<file path="src/rtl/mac_seq_pkg.sv">
// mac_seq_pkg: shared types and constants for the MAC array sequencer.
//   state_t      - sequencer FSM state encoding
//   INST_*       - array instruction encodings driven on inst_w
//   MODE_*       - array dataflow modes
//   cnt_width()  - phase counter width for a given configuration
package mac_seq_pkg;

    typedef enum logic [2:0] {
        S_IDLE  = 3'd0,
        S_LOAD  = 3'd1,
        S_GAP   = 3'd2,
        S_EXEC  = 3'd3,
        S_DRAIN = 3'd4,
        S_FLUSH = 3'd5,
        S_DONE  = 3'd6
    } state_t;

    localparam logic [1:0] INST_NOP  = 2'b00;
    localparam logic [1:0] INST_LOAD = 2'b01;
    localparam logic [1:0] INST_EXEC = 2'b10;

    localparam logic MODE_WS = 1'b0;
    localparam logic MODE_OS = 1'b1;

    // Wide enough for the longest phase: either the largest execute length
    // or the WS drain (row+col-1). The counter only ever holds length-1.
    function automatic int cnt_width(input int len_bw, input int row, input int col);
        int len_max;
        int m;
        len_max = (1 << len_bw) - 1;
        m       = (len_max > row + col) ? len_max : row + col;
        return (m < 2) ? 1 : $clog2(m);
    endfunction

endpackage

</file>
<file path="src/rtl/mac_array_seq_phase_cnt.sv">
// seq_phase_cnt: loadable down-counter shared by every timed phase.
//   clk, reset - clock and synchronous active-low reset
//   load       - start a new phase of load_val cycles (load_val >= 1)
//   load_val   - phase length in cycles
//   tc         - high in the last cycle of the current phase
//   idx        - cycles elapsed in the phase (0 in the first cycle)
module seq_phase_cnt #(
    parameter int W = 8
) (
    input  logic         clk,
    input  logic         reset,
    input  logic         load,
    input  logic [W-1:0] load_val,
    output logic         tc,
    output logic [W-1:0] idx
);

    logic [W-1:0] remaining;

    // remaining counts down to zero and then parks there, so tc stays high
    // in phases that are not timed (GAP, DONE, IDLE) without harm.
    always_ff @(posedge clk) begin
        if (!reset) begin
            remaining <= '0;
            idx       <= '0;
        end else if (load) begin
            remaining <= load_val - W'(1);
            idx       <= '0;
        end else if (remaining != '0) begin
            remaining <= remaining - W'(1);
            idx       <= idx + W'(1);
        end
    end

    assign tc = (remaining == '0);

endmodule

</file>
<file path="src/rtl/mac_array_seq.sv">
// mac_array_seq: steps one MAC-array tile through kernel load, execute and
// drain (WS) or flush (OS), driving array controls and SRAM read strobes.
//   clk, reset        - clock, synchronous active-low reset
//   start             - command strobe
//   cfg_mode, cfg_len - dataflow mode (0=WS, 1=OS) and execute length
//   busy, done        - busy outside IDLE; done pulses for one cycle at the end
//   mode, inst_w      - array mode and instruction (bit0 load, bit1 execute)
//   w_rd_en, w_addr   - weight SRAM read strobe/address (LOAD)
//   x_rd_en, x_addr   - activation SRAM read strobe/address (EXEC)
//   drain_en          - output capture window (DRAIN / FLUSH)
//   dbg_state         - current FSM state
//
// Handshake: start is a plain strobe, not valid/ready. It is taken only when
// the FSM is in IDLE at a clk edge (cfg_* sampled on that same edge); any
// start seen while busy, DONE included, is dropped. busy low means the next
// start will be taken.
module mac_array_seq
    import mac_seq_pkg::*;
#(
    parameter int row     = 8,
    parameter int col     = 8,
    parameter int len_bw  = 8,
    parameter int addr_bw = 11
) (
    input  logic               clk,
    input  logic               reset,
    input  logic               start,
    input  logic               cfg_mode,
    input  logic [len_bw-1:0]  cfg_len,
    output logic               busy,
    output logic               done,
    output logic               mode,
    output logic [1:0]         inst_w,
    output logic               w_rd_en,
    output logic [addr_bw-1:0] w_addr,
    output logic               x_rd_en,
    output logic [addr_bw-1:0] x_addr,
    output logic               drain_en,
    output state_t             dbg_state
);

    localparam int CNT_W = cnt_width(len_bw, row, col);

    state_t              state_q, state_nxt;
    logic                mode_q;
    logic [len_bw-1:0]   len_q;
    logic                cnt_load;
    logic [CNT_W-1:0]    cnt_val;
    logic                cnt_tc;
    logic [CNT_W-1:0]    cnt_idx;
    logic [addr_bw-1:0]  idx_addr;
    logic [addr_bw-1:0]  w_hold, x_hold;
    logic                accept;

    assign accept   = (state_q == S_IDLE) && start;
    assign idx_addr = addr_bw'(cnt_idx);

    seq_phase_cnt #(.W(CNT_W)) u_cnt (
        .clk      (clk),
        .reset    (reset),
        .load     (cnt_load),
        .load_val (cnt_val),
        .tc       (cnt_tc),
        .idx      (cnt_idx)
    );

    always_ff @(posedge clk) begin
        if (!reset) begin
            state_q <= S_IDLE;
            mode_q  <= MODE_WS;
            len_q   <= '0;
            w_hold  <= '0;
            x_hold  <= '0;
        end else begin
            state_q <= state_nxt;
            if (accept) begin
                mode_q <= cfg_mode;
                len_q  <= cfg_len;
                w_hold <= '0;
                x_hold <= '0;
            end else begin
                // Track the live index so the address holds its last value
                // once the phase is over.
                if (state_q == S_LOAD) w_hold <= idx_addr;
                if (state_q == S_EXEC) x_hold <= idx_addr;
            end
        end
    end

    always_comb begin
        state_nxt = state_q;
        cnt_load  = 1'b0;
        cnt_val   = '0;
        unique case (state_q)
            S_IDLE: begin
                if (start) begin
                    state_nxt = S_LOAD;
                    cnt_load  = 1'b1;
                    cnt_val   = CNT_W'(col);
                end
            end
            S_LOAD: begin
                if (cnt_tc) state_nxt = S_GAP;
            end
            S_GAP, S_EXEC: begin
                if (state_q == S_GAP && len_q != '0) begin
                    state_nxt = S_EXEC;
                    cnt_load  = 1'b1;
                    cnt_val   = CNT_W'(len_q);
                end else if (state_q == S_GAP || cnt_tc) begin
                    // Zero-length execute falls straight through from GAP.
                    cnt_load = 1'b1;
                    if (mode_q == MODE_OS) begin
                        state_nxt = S_FLUSH;
                        cnt_val   = CNT_W'(row);
                    end else begin
                        state_nxt = S_DRAIN;
                        cnt_val   = CNT_W'(row + col - 1);
                    end
                end
            end
            S_DRAIN, S_FLUSH: begin
                if (cnt_tc) state_nxt = S_DONE;
            end
            S_DONE:  state_nxt = S_IDLE;
            default: state_nxt = S_IDLE;
        endcase
    end

    // Moore decode: everything below depends only on registered state.
    always_comb begin
        busy     = (state_q != S_IDLE);
        done     = 1'b0;
        mode     = MODE_WS;
        inst_w   = INST_NOP;
        w_rd_en  = 1'b0;
        x_rd_en  = 1'b0;
        drain_en = 1'b0;
        w_addr   = w_hold;
        x_addr   = x_hold;
        unique case (state_q)
            S_LOAD: begin
                inst_w  = INST_LOAD;
                w_rd_en = 1'b1;
                mode    = mode_q;
                w_addr  = idx_addr;
            end
            S_GAP: begin
                mode = mode_q;
            end
            S_EXEC: begin
                inst_w  = INST_EXEC;
                x_rd_en = 1'b1;
                mode    = mode_q;
                x_addr  = idx_addr;
            end
            S_DRAIN: begin
                drain_en = 1'b1;
            end
            S_FLUSH: begin
                // Execute with mode forced to WS and no activation reads
                // pushes zeros in and shifts accumulated sums out.
                inst_w   = INST_EXEC;
                drain_en = 1'b1;
            end
            S_DONE: begin
                done = 1'b1;
            end
            default: ;
        endcase
    end

    assign dbg_state = state_q;

endmodule

</file>
<file path="config.mk">
export PLATFORM = sky130hd
export DESIGN_NAME = mac_array_seq
export DESIGN_NICKNAME = d
export VERILOG_FILES = /design/src/rtl/mac_seq_pkg.sv /design/src/rtl/mac_array_seq_phase_cnt.sv /design/src/rtl/mac_array_seq.sv
export SDC_FILE = /design/constraint.sdc
export NUM_CORES = 1
export LEC_CHECK = 0
export CAP_MARGIN = 10
export CORE_ASPECT_RATIO = 0.75
export CORE_UTILIZATION = 56
export CTS_BUF_LIST = sky130_fd_sc_hd__clkbuf_4
export DETAILED_ROUTE_END_ITERATION = 10
export PLACE_DENSITY_LB_ADDON = 0.1
export SETUP_SLACK_MARGIN = 0.05
export SLEW_MARGIN = 10
export SYNTH_ARGS = -nofsm -noshare
export SYNTH_HDL_FRONTEND = slang
export SYNTH_SLANG_ARGS = --single-unit
</file>
<file path="constraint.sdc">
create_clock -name clk -period 6.7 [get_ports clk]
set_input_delay 1.675 -clock clk [delete_from_list [all_inputs] [get_ports clk]]
set_output_delay 1.675 -clock clk [all_outputs]
set_load 0.01 [all_outputs]
</file>
Word-level counts from Yosys, hierarchy flattened
Index checks and enable logic that the tools add are counted.

word-level totals
  input port bits = 12
  register bits after elaboration = 50
  memory bits (writable) = 0
  memories kept = 0
  bits in latches = 0
  ROM bits = 0

operators by class
  multipliers = 0
  shift operators = 0
  div/mod/pow operators = 0
  equal/unequal tests = 10
  mux-type cells = 26
  reductions and logical operators = 16
  add/subtract/negate cells = 3
  bitwise operators = 1
  magnitude comparators = 0

operators by type and width
  operator                                                                number
  8-bit two-way mux                                                       3
  11-bit two-way mux                                                      2
  3-bit two-way mux                                                       6
  8-bit case mux with 2 select lines                                      1
  8-bit nonzero test                                                      2
  8-bit by 1-bit subtractor with 8-bit output (second input constant)     2
  3-bit case mux with 4 select lines                                      1
  2-bit OR reduction                                                      5
  3-bit equality test (second input constant)                             3
  1-bit two-way mux                                                       9
  8-bit by 1-bit adder with 8-bit output (second input constant)          1
  8-bit logical NOT                                                       1
  4-bit two-way mux                                                       2
  3-bit by 2-bit equality test with 1-bit output (second input constant)  2
  2-bit != test (second input constant)                                   2
  2-bit case mux with 2 select lines                                      1
  4-bit AND reduction                                                     1
  3-bit by 1-bit equality test with 1-bit output (second input constant)  1
  3-bit logical NOT                                                       1
  3-bit != test (second input constant)                                   1
  3-bit nonzero test                                                      1
  3-bit OR reduction                                                      1
  1-bit logical AND                                                       2
  2-bit by 1-bit != test with 1-bit output (second input constant)        1
  4 further kinds                                                         4

Logic depth before layout (Yosys ltp)
  word-level depth = 7
  gate-level depth with buffers = 9

By module
Synthesis repeated with hierarchy kept, for this count alone.

unflattened totals
  cells, all modules = 265
  area total of the unflattened synthesis = 2,489.9 um^2

modules (own cells, without submodules)
  module         area each (um^2)  times used  cells an instance
  mac_array_seq  1,607.8           1           166
  seq_phase_cnt  882.1             1           99

Worst setup path before layout
OpenSTA, ideal clock, no wires.

  path type = flip-flop to output port
  start = register state_q[0] (netlist: dbg_state[0])
  end = output port w_addr[7]
  data arrival time = 1,667 ps
  path buffers = 2
  slack = 3,358 ps
  cell stages (with the launch flop) = 6
  cells stage by stage = dfxtp_1 > buf_2 > inv_2 > nor3_1 > buf_2 > mux2_1

on the way
  cells in the longest elaborated chain, start to end = 2

ends and longest elaborated chain
  item                                            RTL line              text
  start: declaration                              mac_array_seq.sv:44   state_t state_q, state_nxt;
  start signal: assignment                        mac_array_seq.sv:75   state_q <= state_nxt;
  3-bit by 1-bit equality test with 1-bit output  mac_array_seq.sv:141  unique case (state_q)
  11-bit two-way mux                              --
  end: declaration                                mac_array_seq.sv:35   output logic [addr_bw-1:0] w_addr,

Every way passes these cells.

Final worst setup path
  start = register state_q[0] (netlist: dbg_state[0])
  end = output port x_addr[7]

on the way
  cells in the longest elaborated chain, start to end = 2

ends and longest elaborated chain
  item                                            RTL line              text
  3-bit by 2-bit equality test with 1-bit output  mac_array_seq.sv:141
  11-bit two-way mux                              mac_array_seq.sv:141
  end: declaration                                mac_array_seq.sv:37   output logic [addr_bw-1:0] x_addr,

Every way passes these cells.

==> metrics.md <==
| Metric | Value |
|---|---|
| Post-synth EDFFs | 0 |
| Synth Net Count | 278 |
| Largest area contributor in the netlist | dfxtp_1 |
| Crit. End Element | output pin |
| Nets | 315 |
| # IOs | 45 |
| Crit Path Class | reg -> out |
| MaxCap Viol Count | 0 |
| Drt drc | 0 |
| Crit path max-delay cell type | dfxtp_1 |
| Post-layout min period | 4220 ps |
| Largest stage delay on the critical path | 690 ps |
| Final GP Congestion | 0.966 |
| Worst-margin pin slew | 881 ps |
| Die Ht | 58.2 um |
| DRT Wirelength | 5.46 mm |
| Die W | 76.9 um |
| Largest net degree at the start of global routing | 33 |
| Clock share of power | 23.0% |
| Worst Path Arrival | 2550 ps |
| LEAKAGE | 1.20 nW |
| Yosys warning count | 0 |
| Sequential Power Share | 41.7% |
| Routed len/inst | 15.3 um |
| Site row count | 20 |
| Mapped Area | 0.00236 sq mm |
| CTS Buf Count | 5 |
| Clock tree sinks | 50 |
| Share of the core filled with cells | 71.9% |
| RSZ-0062 raised after global routing | false |
| Synth-to-Final Area Change | 23.5% |
| Worst-path fanout max | 15 |
| Async SR Flop Fraction | 0% |
| Clock Skews | 6.49 ps |
| Antenna viol nets, final | 0 |
| Gr ovfl total | 0 |
| Peak supply drop | 0.197 mV |
| Startpoint Class | flip-flop |
| TNS Setup | 0 ps |
| PwrDens | 311 mW/mm^2 |
| Die Footprint | 0.00448 sq mm |
| Core Region | 0.00405 sq mm |
| Status | finished, final reports clean |
| Final count of hold timing violations | 0 |
| Required @ worst endpoint | 5030 ps |
| Combinational fraction of design power | 35.3% |
| Final setup vio count | 0 |
| Netlist cell types | 51 |
| Layout cells sized above 1 | 11.3% |
| H-tree levels | 2 |
| Syn Inst Count | 264 |
| Clk slew on worst S/H paths | 140 ps |
| Crit-path cells | nand3b_1, mux2_2, clkdlybuf4s50_1 |
| ANT cells | 0 |
| CTS tree | done |
| Most area-consuming cells after synthesis | dfxtp_1 42%, mux2_2 7.2%, and3_1 6.4% |
| Worst min path class | reg -> reg |
| P_sw | 0.321 mW |
| Filler cells | 337 |
| CTS Buffer Depth | 2 |
| Hpwl dp | 3.87 mm |
| Avg Cell Area, Syn | 8.93 sq um |
| Max Freq | 0.237 GHz |
| Internal power | 0.585 mW |
| Vias | 2,053 |
| PortBufs | 44 |
| Period utilization | 63.1% |
| DR pass1 iterations | 4 |
| Post-synth top flop | dfxtp_1 |
| Most frequent cell after synthesis | dfxtp_1 |
| Post-CTS Setup Bufs | 0 |
| Cts repair resizes | 0 |
| Synthesis-stage register bit count | 50 |
| Initial detailed-routing violation count | 283 |
| Top cells by count, synth | 50 x dfxtp_1, 32 x nand2_1, 24 x and3_1, 16 x a21oi_1 |
| GRT Overall Usage | 26.7% |
| Starting Density | 58.2% |
| Clock Root Buffer | clkbuf_4 |
| Worst-Skew Late Latency | 360 ps |
| Sequential-to-total area share from yosys stat | 42.4% |
| First-pass GRT wire length | 9.32 mm |
| Routed vias/inst | 5.75 |
| Cts hold-fix bufs | 0 |
| Worst slew margin | 41.1% |
| Antenna violations before repair | 0 |
| Vias in the first global route | 1,878 |
| Final Slew Violations | 0 |
| Top-area cell type share of the netlist area | 42.4% |
| Sw Ratio | 35.4% |
[layout make-up]
| type | instances | area (sq um) | share of cell area [%] |
|---|---|---|---|
| clock buffer | 5 | 37.5 | 1.29 |
| tap | 55 | 68.8 | 2.36 |
| multi-input combinational | 193 | 1270 | 43.6 |
| inverter | 6 | 22.5 | 0.773 |
| clock inverter | 3 | 63.8 | 2.19 |
| timing repair buffer | 45 | 448 | 15.4 |
| sequential | 50 | 1000 | 34.4 |
[per-stage QoR]
| stage | setup WS [ps] | area [sq um] | power (mW) | hold WS, ps | cells |
|---|---|---|---|---|---|
| floorplan | 3360 | 2360 | 0.606 | 444 | 264 |
| global placement | 2830 | 2810 | 0.693 | 460 | 349 |
| detailed placement | 2810 | 2810 | 0.695 | 478 | 349 |
| CTS | 2470 | 2910 | 0.904 | 497 | 357 |
| global route | 2320 | 2910 | 0.965 | 528 | 357 |
| finish | 2480 | 2910 | 0.905 | 496 | 357 |
[power groups by stage]
stage	logic, mW	clock network (mW)	registers, mW
finish	0.320	0.208	0.377
global route	0.354	0.225	0.385
CTS	0.316	0.213	0.375
detailed placement	0.313	0	0.382
global placement	0.311	0	0.381
floorplan	0.242	0	0.364
[sequential cells by signal, indices dropped and copies added (netlist names)]
name	cells
dbg_state	3
len_q	8
mode_q	1
u_cnt.idx	8
u_cnt.remaining	8
w_hold	11
x_hold	11
[per-layer routing]
metal,share of wire (%),global-route usage (%)
met2,41,38.8
met1,51,39.1
met3,8.1,6.46
met4,0.26,7.42
met5,0,0
[placed cells by master (no fill, tap or decap), types with 2 or more instances in the layout]
cell type / instances
a2111oi_2: 2
a21o_1: 2
a21oi_1: 16
a22oi_1: 2
a31oi_1: 2
and2_1: 7
and3_1: 24
bufinv_16: 2
clkbuf_4: 5
clkdlybuf4s50_1: 44
dfxtp_1: 50
ha_1: 2
inv_1: 5
mux2_2: 15
mux2i_1: 3
nand2_1: 32
nand4_1: 5
nor2_1: 15
nor2b_1: 6
nor3_1: 3
nor4_1: 2
o21a_1: 2
o21ai_0: 10
o21ai_1: 3
or3_1: 4
or4_1: 4
or4_4: 3
xnor2_1: 2
xor2_1: 6
[worst paths after layout]
check,depth (start not counted),slack (ps),from,end
worst max-delay path,3,2480,dbg_state[0]$_SDFFE_PN0P_,x_addr[7]
worst max register to register,5,3920,dbg_state[1]$_SDFFE_PN0P_,u_cnt.remaining[5]$_SDFFE_PN0P_
worst min-delay path,2,500,len_q[6]$_SDFFE_PN0P_,len_q[6]$_SDFFE_PN0P_
worst min register to register,2,500,len_q[6]$_SDFFE_PN0P_,len_q[6]$_SDFFE_PN0P_
[logic make-up (layout without fill, tap and decap cells)]
group,count (synthesis),after routing,share of synthesized area [%]
adder cells (fa/ha/maj),2,2,1.06
AND/OR/NAND/NOR,112,112,25.9
buffers and inverters,21,59,3.66
AO/OA/AOI/OAI,52,52,15.1
multiplexers,19,19,8.91
flip-flops,50,50,42.4
XOR/XNOR,8,8,2.97
[worst max-delay path: cells and delay by family (launching register included)]
| kind | cells | cell delay (ps) |
|---|---|---|
| flops | 1 | 690 |
| simple gates | 1 | 550 |
| buf+inv | 1 | 480 |
| mux | 1 | 460 |
Note: power is estimated with default switching activity, not from simulation.
